--- config.mk ---
export PLATFORM = sky130hd
export DESIGN_NAME = gcd_stein_n
export DESIGN_NICKNAME = d
export VERILOG_FILES = /design/src/rtl/gcd_stein_n.sv
export SDC_FILE = /design/constraint.sdc
export NUM_CORES = 1
export LEC_CHECK = 0
export CAP_MARGIN = 40
export CORE_UTILIZATION = 30
export DETAILED_ROUTE_END_ITERATION = 6
export GPL_TIMING_DRIVEN = 0
export SETUP_SLACK_MARGIN = 0.4
export SYNTH_ARGS = -nofsm -noshare
export SYNTH_HDL_FRONTEND = slang
export SYNTH_SLANG_ARGS = --single-unit
export TNS_END_PERCENT = 100
--- constraint.sdc ---
create_clock -name clk -period 5 [get_ports clk]
set_input_delay 1.5 -clock clk [delete_from_list [all_inputs] [get_ports clk]]
set_output_delay 1.5 -clock clk [all_outputs]
set_load 0.02 [all_outputs]
--- src/rtl/gcd_stein_n.sv ---
// gcd_stein_n -- iterative binary (Stein) GCD engine, one reduction step per clock.
//
// Ports:
//   clk      system clock, all state changes on posedge
//   resetb   asynchronous reset, ACTIVE HIGH despite the name (1 = reset)
//   ld       load request; u and v are sampled on the edge where ld=1 and the engine is idle
//   u, v     operands (WIDTH bits)
//   res      GCD result, held until the next completion
//   done     one-cycle pulse on the edge res/steps/coprime are updated
//   busy     high while a computation is in flight
//   coprime  1 iff res == 1, registered together with res
//   steps    number of reduction steps of the last operation, registered with res
//
// Handshake: ld is a request qualified by !busy. While busy=1 ld is ignored
// and the operands are not resampled. Completion is signalled by a single
// done pulse; ld in that same cycle is accepted (engine is already idle),
// so operations can run back-to-back.
module gcd_stein_n #(
   parameter  int WIDTH = 8,
   localparam int SW    = $clog2(2 * WIDTH + 1),
   localparam int KW    = $clog2(WIDTH + 1)
) (
   input  logic             clk,
   input  logic             resetb,
   input  logic             ld,
   input  logic [WIDTH-1:0] u,
   input  logic [WIDTH-1:0] v,
   output logic [WIDTH-1:0] res,
   output logic             done,
   output logic             busy,
   output logic             coprime,
   output logic [SW-1:0]    steps
);

   typedef enum logic {IDLE, CALC} state_t;

   state_t           state;
   logic [WIDTH-1:0] ur;
   logic [WIDTH-1:0] vr;
   logic [KW-1:0]    k;
   logic [SW-1:0]    cnt;

   // Final value once either working operand reaches zero: the surviving
   // operand scaled back by the common power of two. k never exceeds the
   // trailing zeros of the original operands, so the shift cannot overflow.
   logic [WIDTH-1:0] gcd_val;
   logic             ur_zero;
   logic             vr_zero;

   always_comb begin
      gcd_val = (ur | vr) << k;
      ur_zero = (ur == '0);
      vr_zero = (vr == '0);
   end

   always_ff @(posedge clk or posedge resetb) begin
      if (resetb) begin
         state   <= IDLE;
         ur      <= '0;
         vr      <= '0;
         k       <= '0;
         cnt     <= '0;
         res     <= '0;
         done    <= 1'b0;
         busy    <= 1'b0;
         coprime <= 1'b0;
         steps   <= '0;
      end else begin
         done <= 1'b0;
         case (state)
            IDLE: begin
               if (ld) begin
                  ur    <= u;
                  vr    <= v;
                  k     <= '0;
                  cnt   <= '0;
                  busy  <= 1'b1;
                  state <= CALC;
               end
            end
            CALC: begin
               if (ur_zero || vr_zero) begin
                  // Detection edge: publishes the result, not counted as a step.
                  res     <= gcd_val;
                  steps   <= cnt;
                  coprime <= (gcd_val == {{(WIDTH-1){1'b0}}, 1'b1});
                  done    <= 1'b1;
                  busy    <= 1'b0;
                  state   <= IDLE;
               end else begin
                  cnt <= cnt + SW'(1);
                  if (!ur[0] && !vr[0]) begin
                     ur <= ur >> 1;
                     vr <= vr >> 1;
                     k  <= k + KW'(1);
                  end else if (!ur[0]) begin
                     ur <= ur >> 1;
                  end else if (!vr[0]) begin
                     vr <= vr >> 1;
                  end else if (ur >= vr) begin
                     // Difference of two odd numbers is even, so halving loses nothing.
                     ur <= (ur - vr) >> 1;
                  end else begin
                     vr <= (vr - ur) >> 1;
                  end
               end
            end
            default: state <= IDLE;
         endcase
      end
   end

endmodule

### Word-level counts from Yosys, hierarchy flattened

Index checks and enable logic that the tools add are counted.

* output and inout port bits: 16
* register bits after elaboration: 42
* input bits: 19
* word-level logic and storage cells: 71

* mux-type cells: 29
* equality and inequality tests: 9
* magnitude comparators: 1
* bitwise logic cells: 2
* shift operators: 1
* reduce and logical (&&, ||, !) cells: 13
* $add $sub $neg: 4

Operators by type and width (number)
* 8-bit 2-to-1 mux: 12
* 8-bit one-hot mux with 2 select lines: 2
* 8-bit logical NOT: 2
* 8-bit subtractor: 2
* 4-bit 2-to-1 mux: 3
* 5-bit 2-to-1 mux: 2
* 5-bit one-hot mux with 2 select lines: 1
* 8-bit by 1-bit == test with 1-bit output, second input constant: 1
* 8-bit greater-or-equal comparator: 1
* 4-bit by 2-bit inequality test with 1-bit output, second input constant: 2
* 8-bit OR: 1
* 4-bit one-hot mux with 2 select lines: 1
* 4-bit AND reduction: 2
* 8-bit by 4-bit left shift with 8-bit output: 1
* 1-bit 2-to-1 mux: 6
* 2-bit AND reduction: 3
* 3-bit AND reduction: 2
* 5-bit by 1-bit adder with 5-bit output, second input constant: 1
* 4-bit by 1-bit adder with 4-bit output, second input constant: 1
* 2-bit by 1-bit inequality test with 1-bit output, second input constant: 2
* 2-bit inequality test, second input constant: 2
* 4-bit inequality test, second input constant: 1
* 1-bit one-hot mux with 2 select lines: 2
* 3-bit by 1-bit inequality test with 1-bit output, second input constant: 1
* 4 further kinds: 5

### Longest topological paths before layout

Gate-level depths: netlist of run 1.

* word-level depth: 7
* gate-level depth with buffers: 10
* depth with buffers taken out: 9

### Worst setup path after synthesis of run 1

No wires, ideal clock.

* path type: register -> register
* start: register ur[0]
* end: register vr[4]
* setup slack: 2.435 ns
* stages on the path, launching flop included: 11
* clock period less this slack: 2.565 ns
* data arrival time: 2.437 ns
* path buffers: 1
* library setup time: 0.128 ns
* data required time: 4.872 ns
* cell sequence: dfrtp_1 > inv_1 > ha_1 > fa_1 > nor3_1 > o41ai_2 > o311ai_4 > a21oi_1 > o31a_1 > buf_2 > mux2_1

* cells in the longest elaborated chain, start to end: 7
* elaborated cells between the ends (all ways): 16
* those cells by class: add/sub: 1; order compare: 1; eq/ne: 3; mux: 6; reduce/logical: 5

RTL lines
* from (decl): line 38 `logic [WIDTH-1:0] ur;`
* from (signal assigned): line 73 `ur <= u;`
* from (signal assigned): line 93 `ur <= ur >> 1;`
* from (signal assigned): line 97 `ur <= ur >> 1;`
* 8-bit subtractor: line 104 `vr <= (vr - ur) >> 1;`
* 8-bit 2-to-1 mux: line 100 `end else if (ur >= vr) begin`
* 8-bit 2-to-1 mux: line 98 `end else if (!vr[0]) begin`
* 8-bit 2-to-1 mux: line 96 `end else if (!ur[0]) begin`
* 8-bit 2-to-1 mux: line 92 `if (!ur[0] && !vr[0]) begin`
* 8-bit 2-to-1 mux: line 82 `if (ur_zero || vr_zero) begin`
* 8-bit one-hot mux with 2 select lines: line 70 `case (state)`
* to (signal assigned): line 74 `vr <= v;`
* to (signal assigned): line 94 `vr <= vr >> 1;`
* to (signal assigned): line 99 `vr <= vr >> 1;`
* to (decl): line 39 `logic [WIDTH-1:0] vr;`

Several ways; a longest one is shown, not always the timed one. The select of a mux whose other input is x is not followed.
A chain may end at the register's enable or synchronous reset.

### Final worst setup path of run 1

* start: register ur[0]
* end: register ur[4]

* cells in the longest elaborated chain, start to end: 7
* elaborated cells between the ends (all ways): 16
* those cells by class: add/sub: 1; order compare: 1; eq/ne: 3; mux: 6; reduce/logical: 5

RTL lines
* 8-bit subtractor: line 102 `ur <= (ur - vr) >> 1;`
* 8-bit 2-to-1 mux: line 100
* 8-bit 2-to-1 mux: line 98
* 8-bit 2-to-1 mux: line 96
* 8-bit 2-to-1 mux: line 92
* 8-bit 2-to-1 mux: line 82
* 8-bit one-hot mux with 2 select lines: line 70

Several ways; a longest one is shown, not always the timed one. The select of a mux whose other input is x is not followed.

==> reports/results.ini, run 1 <==
[status]
outcome = completed

[placed_design]
globalplace.congestion = 0.884
portBuffers = 34
dp.final_hpwl_um = 5800

[critical_path]
critical_path_arrival_ps = 3270
path_max_fanout = 8
slowest_stage_cell_crit_path = sky130_fd_sc_hd__nor3b_2
cp_cell_sequence = inv_1, ha_1, fa_1, nor3_1, o41ai_2, o311ai_4, nor3b_2, a221oi_1, o31ai_1
timing.reg2reg.worst_path_depth = 9
cp_slowest_stage_delay_ps = 540
worstSetupPathType = reg2reg
start_kind = flip-flop
worst_flop_to_flop_path_endpoint = ur[4]
setup_slack_reg_to_reg_ps = 1940
crit_path_start = ur[0]
crit_required_ps = 5210
timing.critical_path.to = ur[4]
setup.worst_path.end_class = flip-flop
reg2reg_from = ur[0]

[final_layout]
layout.filler_cells = 1012
antenna_cells_inserted = 0
multiInputGateArea_um2 = 1840
layout_common_cells = sky130_fd_sc_hd__dfrtp_1, sky130_fd_sc_hd__clkdlybuf4s50_1, sky130_fd_sc_hd__inv_1, sky130_fd_sc_hd__nand2_1, sky130_fd_sc_hd__ha_1
layout-drive-gt1-share_pct = 11.8
nets = 420
flow.area_growth_from_synthesis_pct = 20.1
layout.cells.most_common = sky130_fd_sc_hd__dfrtp_1
seqCellArea_um2 = 1050

[floorplan]
design.die.area_um2 = 10700
fp.dieH_um = 103
start_util_pct = 31.3
ios = 35
design.core.area_um2 = 9860
core.rowCount = 36
die_width_um = 103

[global_route]
grt_pass1_wl_um = 12200
globalRouteTotalUtil_pct = 14.9
grt.met3_usage_pct = 2.89
grt_use_met1_pct = 19.7
globalRoute.busiestLayer = met2
vias_in_the_first_global_route = 2490
antenna_found_initial = 0
grt-ovfl-total = 0
groute.layer.met2.usage_pct = 25.3
grt_start_max_net_pins = 30

[route]
wl_per_cell_um = 14.4
routed-via-count = 2508
antenna_left = 0
vias_per_cell = 4.95
drt_iter0_drc = 128
remaining_drc_errors = 0
detail_route.first_pass.iterations = 4
wl_um = 7300

[timing]
worst_clock_skew_ps = 11.2
min_period_over_period_pct = 61.2
rsz0062_at_grt = no
holdWs_ps = 484
worst-slew-pin-transition_ps = 566
timing.fmax_mhz = 327
timing.max_slew.rel_slack_pct = 62.3
period_minus_slack_ps = 3060
hold_fails_final_rpt = 0
maxSlewViolCount = 0
finalSetupViolations = 0
fin_tns_setup_ps = 0

[synth]
synth.net_count = 378
async_reset_ff_share_pct = 100
ys_dominant_reg_cell = sky130_fd_sc_hd__dfrtp_1
yosysSeqAreaShare_pct = 34.0
number_of_enable_flip_flop_cells_after_synthesis = 0
yosys-top-cells-area = sky130_fd_sc_hd__dfrtp_1, sky130_fd_sc_hd__ha_1, sky130_fd_sc_hd__inv_1
flip_flop_and_latch_count_after_synthesis = 42
cell_variety_after_synth = 49
yosys_warnings = 0
syn-mean-instance-area_um2 = 9.33
synth_cells = 331
synthDominantCellAreaShare_pct = 34.0
synthDominantAreaCellType = sky130_fd_sc_hd__dfrtp_1
post_synth_instance_area_um2 = 3090

[power_and_ir_drop]
p_clk_share_pct = 8.3
peak_supply_drop_uv = 254
comb_power_share_pct = 69.4
power_switching_share_pct = 48.6
sequentialPowerShare_pct = 22.3
power.switching_mw = 1.39
p_int_mw = 1.47
cellPowerDensity_nw_per_um2 = 771
leakagePower_nw = 1.58

[clock_network]
clk_pin_slew_worst_paths_ps = 100
cts_setup_buffers = 0
cts_hold_repair.buffers = 0
clkLatencyLatePin_ps = 310
numCtsBuffers = 5
clock-root-buffer = sky130_fd_sc_hd__clkbuf_8
htree_num_levels = 2
cts_repair_resize_count = 0
clock_tree_from_tritoncts = done
tritoncts_num_sinks = 42
cts_max_path_buffers = 2

[run]
timing.max_cap.violations = 0

[min_path]
min-delay-path-class = reg2reg

[power by group through the flow]
stage / registers, mW / logic (mW) / clock network (mW)
6_report: 0.637 / 1.99 / 0.238
5_1_grt: 0.661 / 2.20 / 0.257
4_1_cts: 0.639 / 1.99 / 0.246
3_5_place_dp: 0.646 / 1.98 / 0
3_3_place_gp: 0.639 / 1.95 / 0
2_1_floorplan: 0.667 / 1.45 / 0
[final cells by class]
| type | instances | area share, % |
|---|---|---|
| Buffer | 19 | 2.23 |
| Clock buffer | 5 | 1.86 |
| Clock inverter | 3 | 0.641 |
| Inverter | 31 | 3.14 |
| Multi-Input combinational cell | 239 | 49.6 |
| Sequential cell | 42 | 28.3 |
| Tap cell | 133 | 4.49 |
| Timing Repair Buffer | 35 | 9.72 |
[layer usage]
metal / up-vias / wire length, um
met5: - / 0
met4: 0 / 34
met3: 2 / 306
met2: 51 / 3480
met1: 1201 / 3480
li1: 1254 / -
[flip-flops by register name (all words and copies together), names as in the netlist]
name / cells
ur: 8
k: 4
cnt: 5
coprime: 1
done: 1
state: 1
res: 8
vr: 8
busy: 1
steps: 5
[synthesized netlist by cell type (2+ instances only)]
cell type                  number
sky130_fd_sc_hd__clkbuf_1      10
sky130_fd_sc_hd__dfrtp_1       42
sky130_fd_sc_hd__a221oi_1       6
sky130_fd_sc_hd__or3_1          4
sky130_fd_sc_hd__nand4_1        2
sky130_fd_sc_hd__o31ai_1       12
sky130_fd_sc_hd__or4_4          3
sky130_fd_sc_hd__nand3_1       13
sky130_fd_sc_hd__ha_1          26
sky130_fd_sc_hd__nand2b_1       4
sky130_fd_sc_hd__xor2_1         5
sky130_fd_sc_hd__nor2_4         2
sky130_fd_sc_hd__nor4_1         2
sky130_fd_sc_hd__xnor2_1       11
sky130_fd_sc_hd__nor2_1        19
sky130_fd_sc_hd__mux2_2        10
sky130_fd_sc_hd__buf_1          2
sky130_fd_sc_hd__nor2b_1        8
sky130_fd_sc_hd__o21ai_0       13
sky130_fd_sc_hd__mux2_1         2
sky130_fd_sc_hd__mux2i_1        6
sky130_fd_sc_hd__fa_1           2
sky130_fd_sc_hd__mux4_2         2
sky130_fd_sc_hd__o31ai_2        2
sky130_fd_sc_hd__a221o_1        2
sky130_fd_sc_hd__o211ai_1       2
sky130_fd_sc_hd__o311ai_4       2
sky130_fd_sc_hd__o21bai_1       3
sky130_fd_sc_hd__nor3_1         4
sky130_fd_sc_hd__a211oi_1       5
sky130_fd_sc_hd__o221ai_1       5
sky130_fd_sc_hd__a21oi_1       18
sky130_fd_sc_hd__or4_1          2
sky130_fd_sc_hd__buf_2          6
sky130_fd_sc_hd__inv_1         31
sky130_fd_sc_hd__nand2_1       30
[through the flow]
step	setup WS (ps)	util [%]	cells	total power, mW	area, um^2
floorplan	2440	-	331	2.12	3090
global placement	1530	36.4	498	2.59	3590
detailed placement	1700	36.6	499	2.63	3610
CTS	1970	37.6	507	2.88	3710
global route	1810	37.6	507	3.12	3710
finish	1940	37.6	507	2.86	3710
[worst min path at each step]
stage,startpoint,end,slack (ps),cells after the start
after floorplan,cnt[3],steps[3],480,2
after global placement,steps[3],steps[3],460,2
final,steps[3],steps[3],480,2
after global routing,steps[3],steps[3],520,2
after detailed placement,steps[3],steps[3],460,2
after CTS,steps[3],steps[3],490,2
[logic make-up (layout without fill, tap and decap cells)]
| family | count (synthesis) | in the layout | share of synthesized area, % |
|---|---|---|---|
| AOI/OAI and AO/OA | 76 | 76 | 18.6 |
| xor gates and xnor gates | 16 | 16 | 4.54 |
| adders and majority gates | 28 | 28 | 11.8 |
| buffers and inverters | 50 | 93 | 6.44 |
| DFF | 42 | 42 | 34.0 |
| muxes | 20 | 20 | 7.78 |
| and+or+nand+nor | 99 | 99 | 16.8 |
[critical path: cells and delay by family (launching register included)]
family / cells / cell delay [ps]
AO/OA/AOI/OAI: 4 / 770
adder cells (fa/ha/maj): 2 / 680
flip-flops: 1 / 520
buffers and inverters: 1 / 140
AND/OR/NAND/NOR: 2 / 850
Note: power is estimated with default switching activity, not from simulation.
==> run 2, diff against run 1 <==
clock period = 3.1 ns   (was 5 ns; I/O delays follow)
==> run 2 against run 1 <==
  * Critical path depth up 1
  * Cell area increased by 3.7%
  * Setup slack got worse by 1500 ps
  * Largest power group unchanged
  * Largest cell class unchanged
  * Via count up 2.3%
  * Die area unchanged
  * First-iteration DRC count rose by 1.6%
  * Combinational power increased by 76%
  * Hold slack worse by 0.68 ps
  * Sequential power up 62%
  * Final cell count increased by 1.6%
==> reports/results.ini, run 2 (synthesis results as in run 1) <==
[final_layout]
layout.cells.most_common = sky130_fd_sc_hd__dfrtp_1
layout.filler_cells = 1002
layout_top_registers = res (8), ur (8), vr (8)
multiInputGateArea_um2 = 1890
flow.area_growth_from_synthesis_pct = 24.5
nets = 428
layout_common_cells = sky130_fd_sc_hd__dfrtp_1, sky130_fd_sc_hd__clkdlybuf4s50_1, sky130_fd_sc_hd__nand2_1, sky130_fd_sc_hd__inv_1, sky130_fd_sc_hd__ha_1
seqCellArea_um2 = 1060
final-instance-count-excl-fill = 515
layout-drive-gt1-share_pct = 17.3
antenna_cells_inserted = 0

[clock_network]
tritoncts_num_sinks = 42
clk_pin_slew_worst_paths_ps = 100
clkLatencyLatePin_ps = 310
clock_tree_from_tritoncts = done
numCtsBuffers = 5
cts_hold_repair.buffers = 0
htree_num_levels = 2
cts_max_path_buffers = 2
clock-root-buffer = sky130_fd_sc_hd__clkbuf_8

[route]
drt_iter0_drc = 130
wl_um = 7480
remaining_drc_errors = 0
detail_route.first_pass.iterations = 4
antenna_left = 0
routed-via-count = 2566
vias_per_cell = 4.98
wl_per_cell_um = 14.5

[floorplan]
design.die.area_um2 = 10700
die_width_um = 103
ios = 35
fp.dieH_um = 103
start_util_pct = 31.3
core.rowCount = 36
design.core.area_um2 = 9860

[global_route]
antenna_found_initial = 0
grt-ovfl-total = 0
vias_in_the_first_global_route = 2513
grt_pass1_wl_um = 12300
grt_start_max_net_pins = 30
globalRouteTotalUtil_pct = 14.9

[power_and_ir_drop]
cellPowerDensity_nw_per_um2 = 1280
leakagePower_nw = 1.63
peak_supply_drop_uv = 444

[timing]
timing.fmax_mhz = 376
maxSlewViolCount = 0
period_minus_slack_ps = 2660
fin_tns_setup_ps = 0
finalSetupViolations = 0
worst_clock_skew_ps = 11.5
rsz0062_at_grt = no
timing.max_slew.rel_slack_pct = 60.9
hold_fails_final_rpt = 0
min_period_over_period_pct = 85.8
worst-slew-pin-transition_ps = 586

[critical_path]
cp_slowest_stage_delay_ps = 450
start_kind = flip-flop
cp_cell_sequence = inv_1, ha_1, buf_6, nor3_2, o41ai_2, o311ai_4, buf_4, or3_4, o221ai_1, mux2_1
worstSetupPathType = reg2reg
slowest_stage_cell_crit_path = sky130_fd_sc_hd__o41ai_2
critical_path_arrival_ps = 2910
path_max_fanout = 6
crit_required_ps = 3350
setup.worst_path.end_class = flip-flop

[status]
outcome = completed

[placed_design]
dp.final_hpwl_um = 5800
globalplace.congestion = 0.884
portBuffers = 34
placedCellCount = 499

[run]
timing.max_cap.violations = 0

[min_path]
min-delay-path-class = reg2reg

run 2: cell type report:
class / instances / share of cell area (%)
multi-input cells: 239 / 49.3
flip-flops and latches: 42 / 27.5
repair buffers: 43 / 10.9
well taps: 133 / 4.33
inverters: 31 / 3.03
plain buffers: 19 / 2.51
clock buffers: 5 / 1.79
clock inverters: 3 / 0.618
run 2: metrics by stage:
step | instance area (um^2) | hold WS (ps) | util, % | power [mW] | setup WS (ps)
3_3_place_gp | 3590 | 459 | 36.4 | 4.18 | 198
3_5_place_dp | 3610 | 464 | 36.6 | 4.24 | 111
2_1_floorplan | 3090 | 479 | - | 3.41 | 535
4_1_cts | 3730 | 487 | 37.9 | 4.69 | 405
6_report | 3840 | 483 | 39.0 | 4.91 | 441
5_1_grt | 3840 | 517 | 39.0 | 5.33 | 377
run 2: report_power, final:
group          leakage (nW)  internal, mW  switching [mW]  total [mW]
registers             0.523         0.798           0.228        1.03
clock network        0.0408         0.161           0.222       0.383
logic                  1.06          1.60            1.89        3.50
total                  1.63          2.56            2.34        4.91
run 2: repair_timing:
item	4_1_cts	5_1_grt
setup endpoints to repair	15	12
pin swaps	2	6
resized for setup	5	19
setup buffers	1	7
cloned	0	0
run 2: critical path, delay by kind of cell (launching register included):
family                     cells  cell delay, ps
AOI/OAI and AO/OA              3             850
adders and majority gates      1             300
buffers and inverters          3             430
DFF                            1             420
muxes                          1             160
and+or+nand+nor                2             450
run 2: path summary, 6_finish.rpt:
kind,from,endpoint,slack [ps],depth (start not counted)
max,ur[2],vr[5],440,10
min,steps[3],steps[3],480,2
max reg2reg,ur[2],vr[5],440,10
min reg2reg,steps[3],steps[3],480,2
max in group asynchronous,resetb,ur[0],1720,3
min in group asynchronous,resetb,vr[5],900,2
run 2: routing by layer:
metal,track usage (%),vias to the layer above,share of wire [%]
met5,0,-,0
met4,5.09,0,1.6
met3,2.35,11,4.2
met2,24.8,55,46
met1,19.8,1225,48
li1,-,1275,-
